## src/rtl/booth_r4_multiplier_if.sv

```systemverilog
// Handshake and data bundle for booth_r4_multiplier.
//   start        request a multiply (taken only while ready=1)
//   signed_mode  1: operands are two's complement, 0: unsigned
//   A, B         multiplicand / multiplier, sampled with start
//   Product      2N-bit result register, held until the next op completes
//   ready        idle and able to accept start
//   done         one-cycle pulse, Product valid
interface booth_r4_multiplier_if #(parameter int N = 8);
  logic           start;
  logic           signed_mode;
  logic [N-1:0]   A;
  logic [N-1:0]   B;
  logic [2*N-1:0] Product;
  logic           ready;
  logic           done;

  modport master (output start, signed_mode, A, B, input Product, ready, done);
  modport slave  (input start, signed_mode, A, B, output Product, ready, done);
endinterface

```

## src/rtl/booth_r4_multiplier.sv

```systemverilog
// Sequential radix-4 (modified Booth) multiplier, two multiplier bits per clock.
//   clk   rising-edge clock
//   rst   synchronous active-high reset; aborts any operation in flight
//   bus   booth_r4_multiplier_if.slave (start/signed_mode/A/B in,
//         Product/ready/done out)
// Operands are extended to N+2 bits (sign or zero by signed_mode) so one
// signed Booth recoding serves both modes. Latency is N/2+1 clocks from the
// accepting edge to done, independent of mode and data.
module booth_r4_multiplier #(
  parameter int N = 8
) (
  input  logic                  clk,
  input  logic                  rst,
  booth_r4_multiplier_if.slave  bus
);
  localparam int ITER = N/2 + 1;
  localparam int W    = N + 2;       // extended operand width
  localparam int AW   = N + 4;       // accumulator / partial-sum width
  localparam int CW   = $clog2(ITER);

  typedef enum logic {IDLE, BUSY} state_t;

  state_t          state_q, state_d;
  logic [W-1:0]    m_q;              // extended multiplicand
  logic [W:0]      mplr_q;           // {extended multiplier, b[-1]}, shifts right by 2
  logic [AW-1:0]   acc_q;            // upper partial product
  logic [W-1:0]    lo_q;             // low product bits shifted out of acc
  logic [CW-1:0]   cnt_q;

  logic [AW-1:0]   m_ext, m2, pp, sum, acc_sh;
  logic [W-1:0]    lo_sh;
  logic [AW+W-1:0] full;
  logic            last;

  function automatic logic [W-1:0] ext(input logic [N-1:0] v, input logic s);
    return {{2{s & v[N-1]}}, v};
  endfunction

  // Booth digit select and one add/shift step
  always_comb begin
    m_ext = {{2{m_q[W-1]}}, m_q};
    m2    = {m_ext[AW-2:0], 1'b0};
    pp    = '0;
    unique case (mplr_q[2:0])
      3'b001, 3'b010: pp = m_ext;
      3'b011:         pp = m2;
      3'b100:         pp = AW'(0) - m2;
      3'b101, 3'b110: pp = AW'(0) - m_ext;
      default:        pp = '0;
    endcase
    sum    = acc_q + pp;
    // arithmetic >>2: the two low bits of the sum are final product bits
    acc_sh = {sum[AW-1], sum[AW-1], sum[AW-1:2]};
    lo_sh  = {sum[1:0], lo_q[W-1:2]};
    full   = {acc_sh, lo_sh};
    last   = (cnt_q == CW'(ITER-1));
  end

  assign bus.ready = (state_q == IDLE);

  always_comb begin
    state_d = state_q;
    unique case (state_q)
      IDLE:    if (bus.start) state_d = BUSY;
      BUSY:    if (last)      state_d = IDLE;
      default: state_d = IDLE;
    endcase
  end

  always_ff @(posedge clk) begin
    if (rst) state_q <= IDLE;
    else     state_q <= state_d;
  end

  always_ff @(posedge clk) begin
    if (rst) begin
      bus.Product <= '0;
      bus.done    <= 1'b0;
      m_q         <= '0;
      mplr_q      <= '0;
      acc_q       <= '0;
      lo_q        <= '0;
      cnt_q       <= '0;
    end else begin
      bus.done <= 1'b0;
      if (state_q == IDLE) begin
        if (bus.start) begin
          m_q    <= ext(bus.A, bus.signed_mode);
          mplr_q <= {ext(bus.B, bus.signed_mode), 1'b0};
          acc_q  <= '0;
          lo_q   <= '0;
          cnt_q  <= '0;
        end
      end else begin
        acc_q  <= acc_sh;
        lo_q   <= lo_sh;
        mplr_q <= mplr_q >> 2;
        cnt_q  <= cnt_q + CW'(1);
        if (last) begin
          // all N+2 multiplier bits consumed; {acc,lo} is the exact product
          bus.Product <= full[2*N-1:0];
          bus.done    <= 1'b1;
        end
      end
    end
  end
endmodule

```

## src/flat_wrapper.sv

```systemverilog
// flat-port wrapper written by rule: the top's interface ports become plain ports
module booth_r4_multiplier_flat 
#(
  parameter int N = 8
)
  (clk, rst, bus_start, bus_signed_mode, bus_A, bus_B, bus_Product, bus_ready, bus_done);
  booth_r4_multiplier_if #(.N(N)) bus_i ();
  input  logic clk;
  input  logic rst;
  input wire logic [$bits(bus_i.start)-1:0] bus_start;
  input wire logic [$bits(bus_i.signed_mode)-1:0] bus_signed_mode;
  input wire logic [$bits(bus_i.A)-1:0] bus_A;
  input wire logic [$bits(bus_i.B)-1:0] bus_B;
  output wire logic [$bits(bus_i.Product)-1:0] bus_Product;
  output wire logic [$bits(bus_i.ready)-1:0] bus_ready;
  output wire logic [$bits(bus_i.done)-1:0] bus_done;
  assign bus_i.start = bus_start;
  assign bus_i.signed_mode = bus_signed_mode;
  assign bus_i.A = bus_A;
  assign bus_i.B = bus_B;
  assign bus_Product = bus_i.Product;
  assign bus_ready = bus_i.ready;
  assign bus_done = bus_i.done;
  booth_r4_multiplier #(.N(N)) u_core (.clk(clk), .rst(rst), .bus(bus_i));
endmodule
```

## config.mk

```make
export PLATFORM = sky130hd
export DESIGN_NAME = booth_r4_multiplier_flat
export DESIGN_NICKNAME = d
export VERILOG_FILES = /design/src/rtl/booth_r4_multiplier_if.sv /design/src/rtl/booth_r4_multiplier.sv /design/src/flat_wrapper.sv
export SDC_FILE = /design/constraint.sdc
export NUM_CORES = 1
export LEC_CHECK = 0
export CAP_MARGIN = 15
export CORE_UTILIZATION = 60
export CTS_BUF_LIST = sky130_fd_sc_hd__clkbuf_8 sky130_fd_sc_hd__clkbuf_16
export DETAILED_ROUTE_END_ITERATION = 8
export GPL_ROUTABILITY_DRIVEN = 0
export PLACE_DENSITY = 0.94
export SLEW_MARGIN = 20
export SYNTH_ARGS = -nofsm -noshare
export SYNTH_HDL_FRONTEND = slang
export SYNTH_SLANG_ARGS = --single-unit
```

## constraint.sdc

```tcl
create_clock -name clk -period 6.65 [get_ports clk]
set_clock_uncertainty 0.1 [all_clocks]
set_input_delay 1.33 -clock clk [delete_from_list [all_inputs] [get_ports clk]]
set_output_delay 1.33 -clock clk [all_outputs]
set_load 0.01 [all_outputs]
```

======== Word-level counts from Yosys, hierarchy flattened ========
Cells that the tools add are included.
word-level totals
  bits in registers ....................... 62
operators by class
  $add $sub $neg .......................... 4
  eq/ne operators ......................... 7
  multiplexer cells ....................... 13
  bitwise gates (word level) .............. 3
  reductions and logical operators ........ 7
operators with widths
  cell                                                 count
  case mux 12 bit (4 select lines)                     1
  two-way mux 12 bit                                   2
  two-way mux 10 bit                                   2
  two-way mux 9 bit                                    2
  adder 12 bit                                         1
  equality test 3 bit, second input constant           4
  subtractor 1 x 10 -> 11 bit, first input constant    1
  subtractor 1 x 9 -> 10 bit, first input constant     1
  OR reduction 2 bit                                   4
  equality test 3 x 2 -> 1 bit, second input constant  2
  two-way mux 3 bit                                    2
  AND reduction 2 bit                                  2
  adder 3 x 1 -> 3 bit, second input constant          1
  equality test 3 x 1 -> 1 bit, second input constant  1
  two-way mux 1 bit                                    3
  bitwise AND 1 bit                                    2
  case mux 1 bit (2 select lines)                      1
  nonzero test 2 bit                                   1
  NOT 1 bit                                            1

======== Longest topological paths before layout ========
  depth in word-level cells ............... 5
  depth in mapped cells ................... 15
  depth with buffers taken out ............ 15

======== Worst setup path after synthesis ========
OpenSTA, ideal clock, no wires.
  path type ............................... register to register
  from .................................... register u_core.m_q[0]
  to ...................................... register u_core.acc_q[10]
  arrival time ............................ 3,456 ps
  path slack .............................. 3,025 ps
  cell stages (with the launch flop) ...... 15
  path buffers ............................ 0
  clock period less this slack ............ 3,625 ps
  cell sequence ........................... dfxtp_1 > inv_1 > ha_1 > or3b_4 > or3_4 > nand2_1 > xor2_1 > a2bb2oi_1 > o221ai_1 > ha_1 > a21o_1 > a31o_1 > a221o_1 > or4b_1 > o21ai_1
on the way
  longest elaborated chain between the ends .. 4
ends and longest elaborated chain
  what                                                                              line                                                  source
  start: declaration                                                                booth_r4_multiplier.sv:24                             logic [W-1:0] m_q;
  start signal: assignment                                                          booth_r4_multiplier.sv:88                             m_q <= ext(bus.A, bus.signed_mode);
  subtractor 1 x 10 -> 11 bit / subtractor 1 x 9 -> 10 bit (equally long branches)  booth_r4_multiplier.sv:47, booth_r4_multiplier.sv:48
  case mux 12 bit (4 select lines) *                                                booth_r4_multiplier.sv:44                             unique case (mplr_q[2:0])
  adder 12 bit *                                                                    booth_r4_multiplier.sv:51                             sum = acc_q + pp;
  two-way mux 12 bit *                                                              booth_r4_multiplier.sv:86                             if (state_q == IDLE) begin
  end signal: assignment                                                            booth_r4_multiplier.sv:95                             acc_q <= acc_sh;
  end: declaration                                                                  booth_r4_multiplier.sv:26                             logic [AW-1:0] acc_q;
Mark *: on every way between the ends. The rest lies on a longest branch, timed or not.
A chain may end at the register's enable or synchronous reset.

======== Worst setup path in the final report ========
Same ends and word-level chain as after synthesis.

==> impl_metrics.py <==
metrics = {
    "detailed_routing": {
        "drcViolationCount": 0,
        "dr.pass1.iters": 4,
        "viasPerCell": 5.98,
        "routed_wl_um": 7260,
        "avgRoutedWirePerCell_um": 15.2,
        "num_vias": 2864,
        "postRouteAntennaNets": 0,
        "drt_iter0_drc": 202,
    },
    "clock_network": {
        "clockRootBuffer": "clkbuf_8",
        "cts_resized": 0,
        "cts_tree": "done",
        "clkLatencyLatePin_ns": 0.35,
        "hold_buffers": 0,
        "post_cts.repair.setup_buffers": 0,
        "clk_pin_slew_ns": 0.06,
        "cts_max_path_buffers": 2,
        "cts_buffers": 9,
        "cts.sinks": 58,
        "htree_levels": 3,
    },
    "timing": {
        "fin_setup_tns_ns": 0,
        "period_share": 0.592,
        "drv_slew": 0,
        "max_freq_mhz": 254,
        "final_hold_viol_count": 0,
        "slew_headroom": 0.567,
        "fin_ws_ns": 2.72,
        "period_minus_slack_ns": 3.93,
        "rsz0062_at_grt": "no",
        "tightest_slew_ns": 0.650,
        "setup_violations": 0,
        "fin_hold_ws_ns": 0.355,
    },
    "pwr": {
        "p_leak_nw": 1.49,
        "p_total_mw": 0.822,
        "powerDensity_mw_per_mm2": 224,
        "irDropWorstVdd_v": 0.000188,
    },
    "cells_and_area": {
        "drive_gt1_frac": 0.0680,
        "fin_area_mm2": 0.00368,
        "nets": 442,
        "antenna_cells": 0,
        "area_delta_synth_final_pct": 19.7,
        "utilization": 0.763,
        "stdcell_count": 479,
    },
    "placement": {
        "place_area_mm2": 0.00347,
        "port_buffers": 37,
        "dp_hpwl_um": 4980,
        "placed_cells": 463,
        "place_ws_ns": 2.77,
    },
    "grt": {
        "grt_max_degree": 55,
        "grt_pass1_wl_um": 12200,
        "grt_overflow_total": 0,
        "grt_pass1_vias": 2607,
        "track_usage": 0.297,
        "antenna_found_initial": 0,
    },
    "synth": {
        "synth.cell_area_mm2": 0.00307,
        "ys_seq_area_frac": 0.378,
        "synth_flop_cell": "dfxtp_1",
        "yosysWarningCount": 0,
        "syn_nets": 412,
        "yosysMostFrequentCell": "dfxtp_1",
        "syn_avg_cell_area_um2": 8.15,
        "ys_ff_latch": 58,
        "synth_top_area_frac": 0.378,
        "synth_top_cells_by_area": "dfxtp_1 38%, a21oi_1 6.7%, nor2_1 5.7%",
        "yosysTopAreaCell": "dfxtp_1",
        "synth_edf_count": 0,
        "synthDistinctLibCells": 52,
        "synth.top_cells.by_count": "58 x dfxtp_1, 47 x nor2_1, 46 x nand2_1",
        "postSynth.asyncResetShare": 0,
        "postSynthCellCount": 377,
    },
    "worst_setup_path": {
        "cp_max_fo": 5,
        "arrival_ns": 4.11,
        "worstPathRequired_ns": 6.82,
        "end_kind": "flop",
        "worstPathCellList": "inv_1, ha_1, or3b_4, or3_4, nand2_1, xor2_1, a2bb2oi_1, o221ai_1, ha_1, a21o_1, a31o_1, a221o_1, or4b_1, o21ai_1",
        "cpMostUsedCell": "ha_1",
        "path_buf_inv": 1,
        "worst_path_max_delay_cell": "or4b_1",
        "critPathLaunchType": "flop",
        "rr_startpoint": "u_core.m_q[0]$_SDFFE_PP0P_",
        "cp_top_family": "simple AND/OR/NAND/NOR gates",
        "critPathLaunch": "u_core.m_q[0]$_SDFFE_PP0P_",
        "critPathKind": "flop to flop",
        "cpPeakStageDelay_ns": 0.52,
    },
    "floorplan": {
        "coreArea_mm2": 0.00482,
        "chipHeight_um": 73.6,
        "initial_utilization": 0.638,
        "die_w_um": 73.6,
        "fp.dieArea_mm2": 0.00541,
        "num_rows": 25,
        "io_pins": 38,
    },
    "run": {
        "maxCapViolations": 0,
    },
    "min_path": {
        "worstHoldStart": "u_core.bus.Product[14]$_SDFFE_PP0P_",
        "hp-class": "flop to flop",
    },
    "status": {
        "status": "complete, no violations",
    },
}
==> final timing paths <==
kind                                               to  slack, ns  cells after the start
setup / recovery        u_core.acc_q[10]$_SDFFE_PP0P_       2.72                     14
hold / removal    u_core.bus.Product[14]$_SDFFE_PP0P_       0.35                      2
setup reg to reg        u_core.acc_q[10]$_SDFFE_PP0P_       2.72                     14
hold reg to reg   u_core.bus.Product[14]$_SDFFE_PP0P_       0.35                      2
==> layer usage <==
metal	wire length (um)	vias to the layer above	GRT usage
met4	243	0	0.139
met5	0	-	0
met3	443	34	0.0864
met2	3550	121	0.494
li1	-	1392	-
met1	3020	1317	0.352
==> cell families (layout without fill, tap and decap cells) <==
| kind of cell | count (synthesis) | after routing | synth area share |
|---|---|---|---|
| simple gates | 139 | 139 | 0.216 |
| compound gates | 105 | 105 | 0.228 |
| flops | 58 | 58 | 0.378 |
| buf+inv | 37 | 72 | 0.0460 |
| fa+ha+maj | 15 | 15 | 0.0635 |
| xor+xnor | 14 | 14 | 0.0399 |
| mux | 9 | 9 | 0.0293 |
==> tightest hold or removal path: stages, from the launching register on <==
cell and delay [ns]:
dfxtp_1 0.31, nand2_1 0.05, o21ai_1 0.05
==> flip-flops by register name (all words and copies together), names as in the netlist <==
register / count
u_core.cnt_q: 3
u_core.m_q: 9
u_core.bus.Product: 16
u_core.lo_q: 8
u_core.mplr_q: 10
u_core.bus.done: 1
u_core.state_q: 1
u_core.acc_q: 10
==> final cells by class <==
type	instances	area, um^2
fillers	355	1140
clock inverters	5	53.8
repair buffers	41	400
clock buffers	11	151
inverters	15	56.3
well taps	67	83.8
flip-flops and latches	58	1160
multi-input cells	282	1770
==> layout by cell type, fill, tap and decap left out, drive strengths merged, types with 3 or more instances in the layout <==
| cell type | n |
|---|---|
| a21oi | 42 |
| nand3 | 5 |
| xnor2 | 5 |
| a22o | 14 |
| nor2 | 47 |
| xor2 | 9 |
| nor2b | 4 |
| or3 | 6 |
| ha | 14 |
| clkdlybuf4s50 | 37 |
| dfxtp | 58 |
| nor3b | 14 |
| a21o | 4 |
| a221o | 3 |
| a21boi | 3 |
| mux2i | 9 |
| buf | 4 |
| nand2 | 46 |
| inv | 16 |
| o21ai | 18 |
| clkbuf | 11 |
| nor3 | 7 |
==> power breakdown <==
group | switching, mW | internal (mW)
Clock | 0.145 | 0.191
Sequential | 0.0131 | 0.357
Combinational | 0.0663 | 0.0494
Total | 0.224 | 0.598
Note: power is estimated with default switching activity, not from simulation.
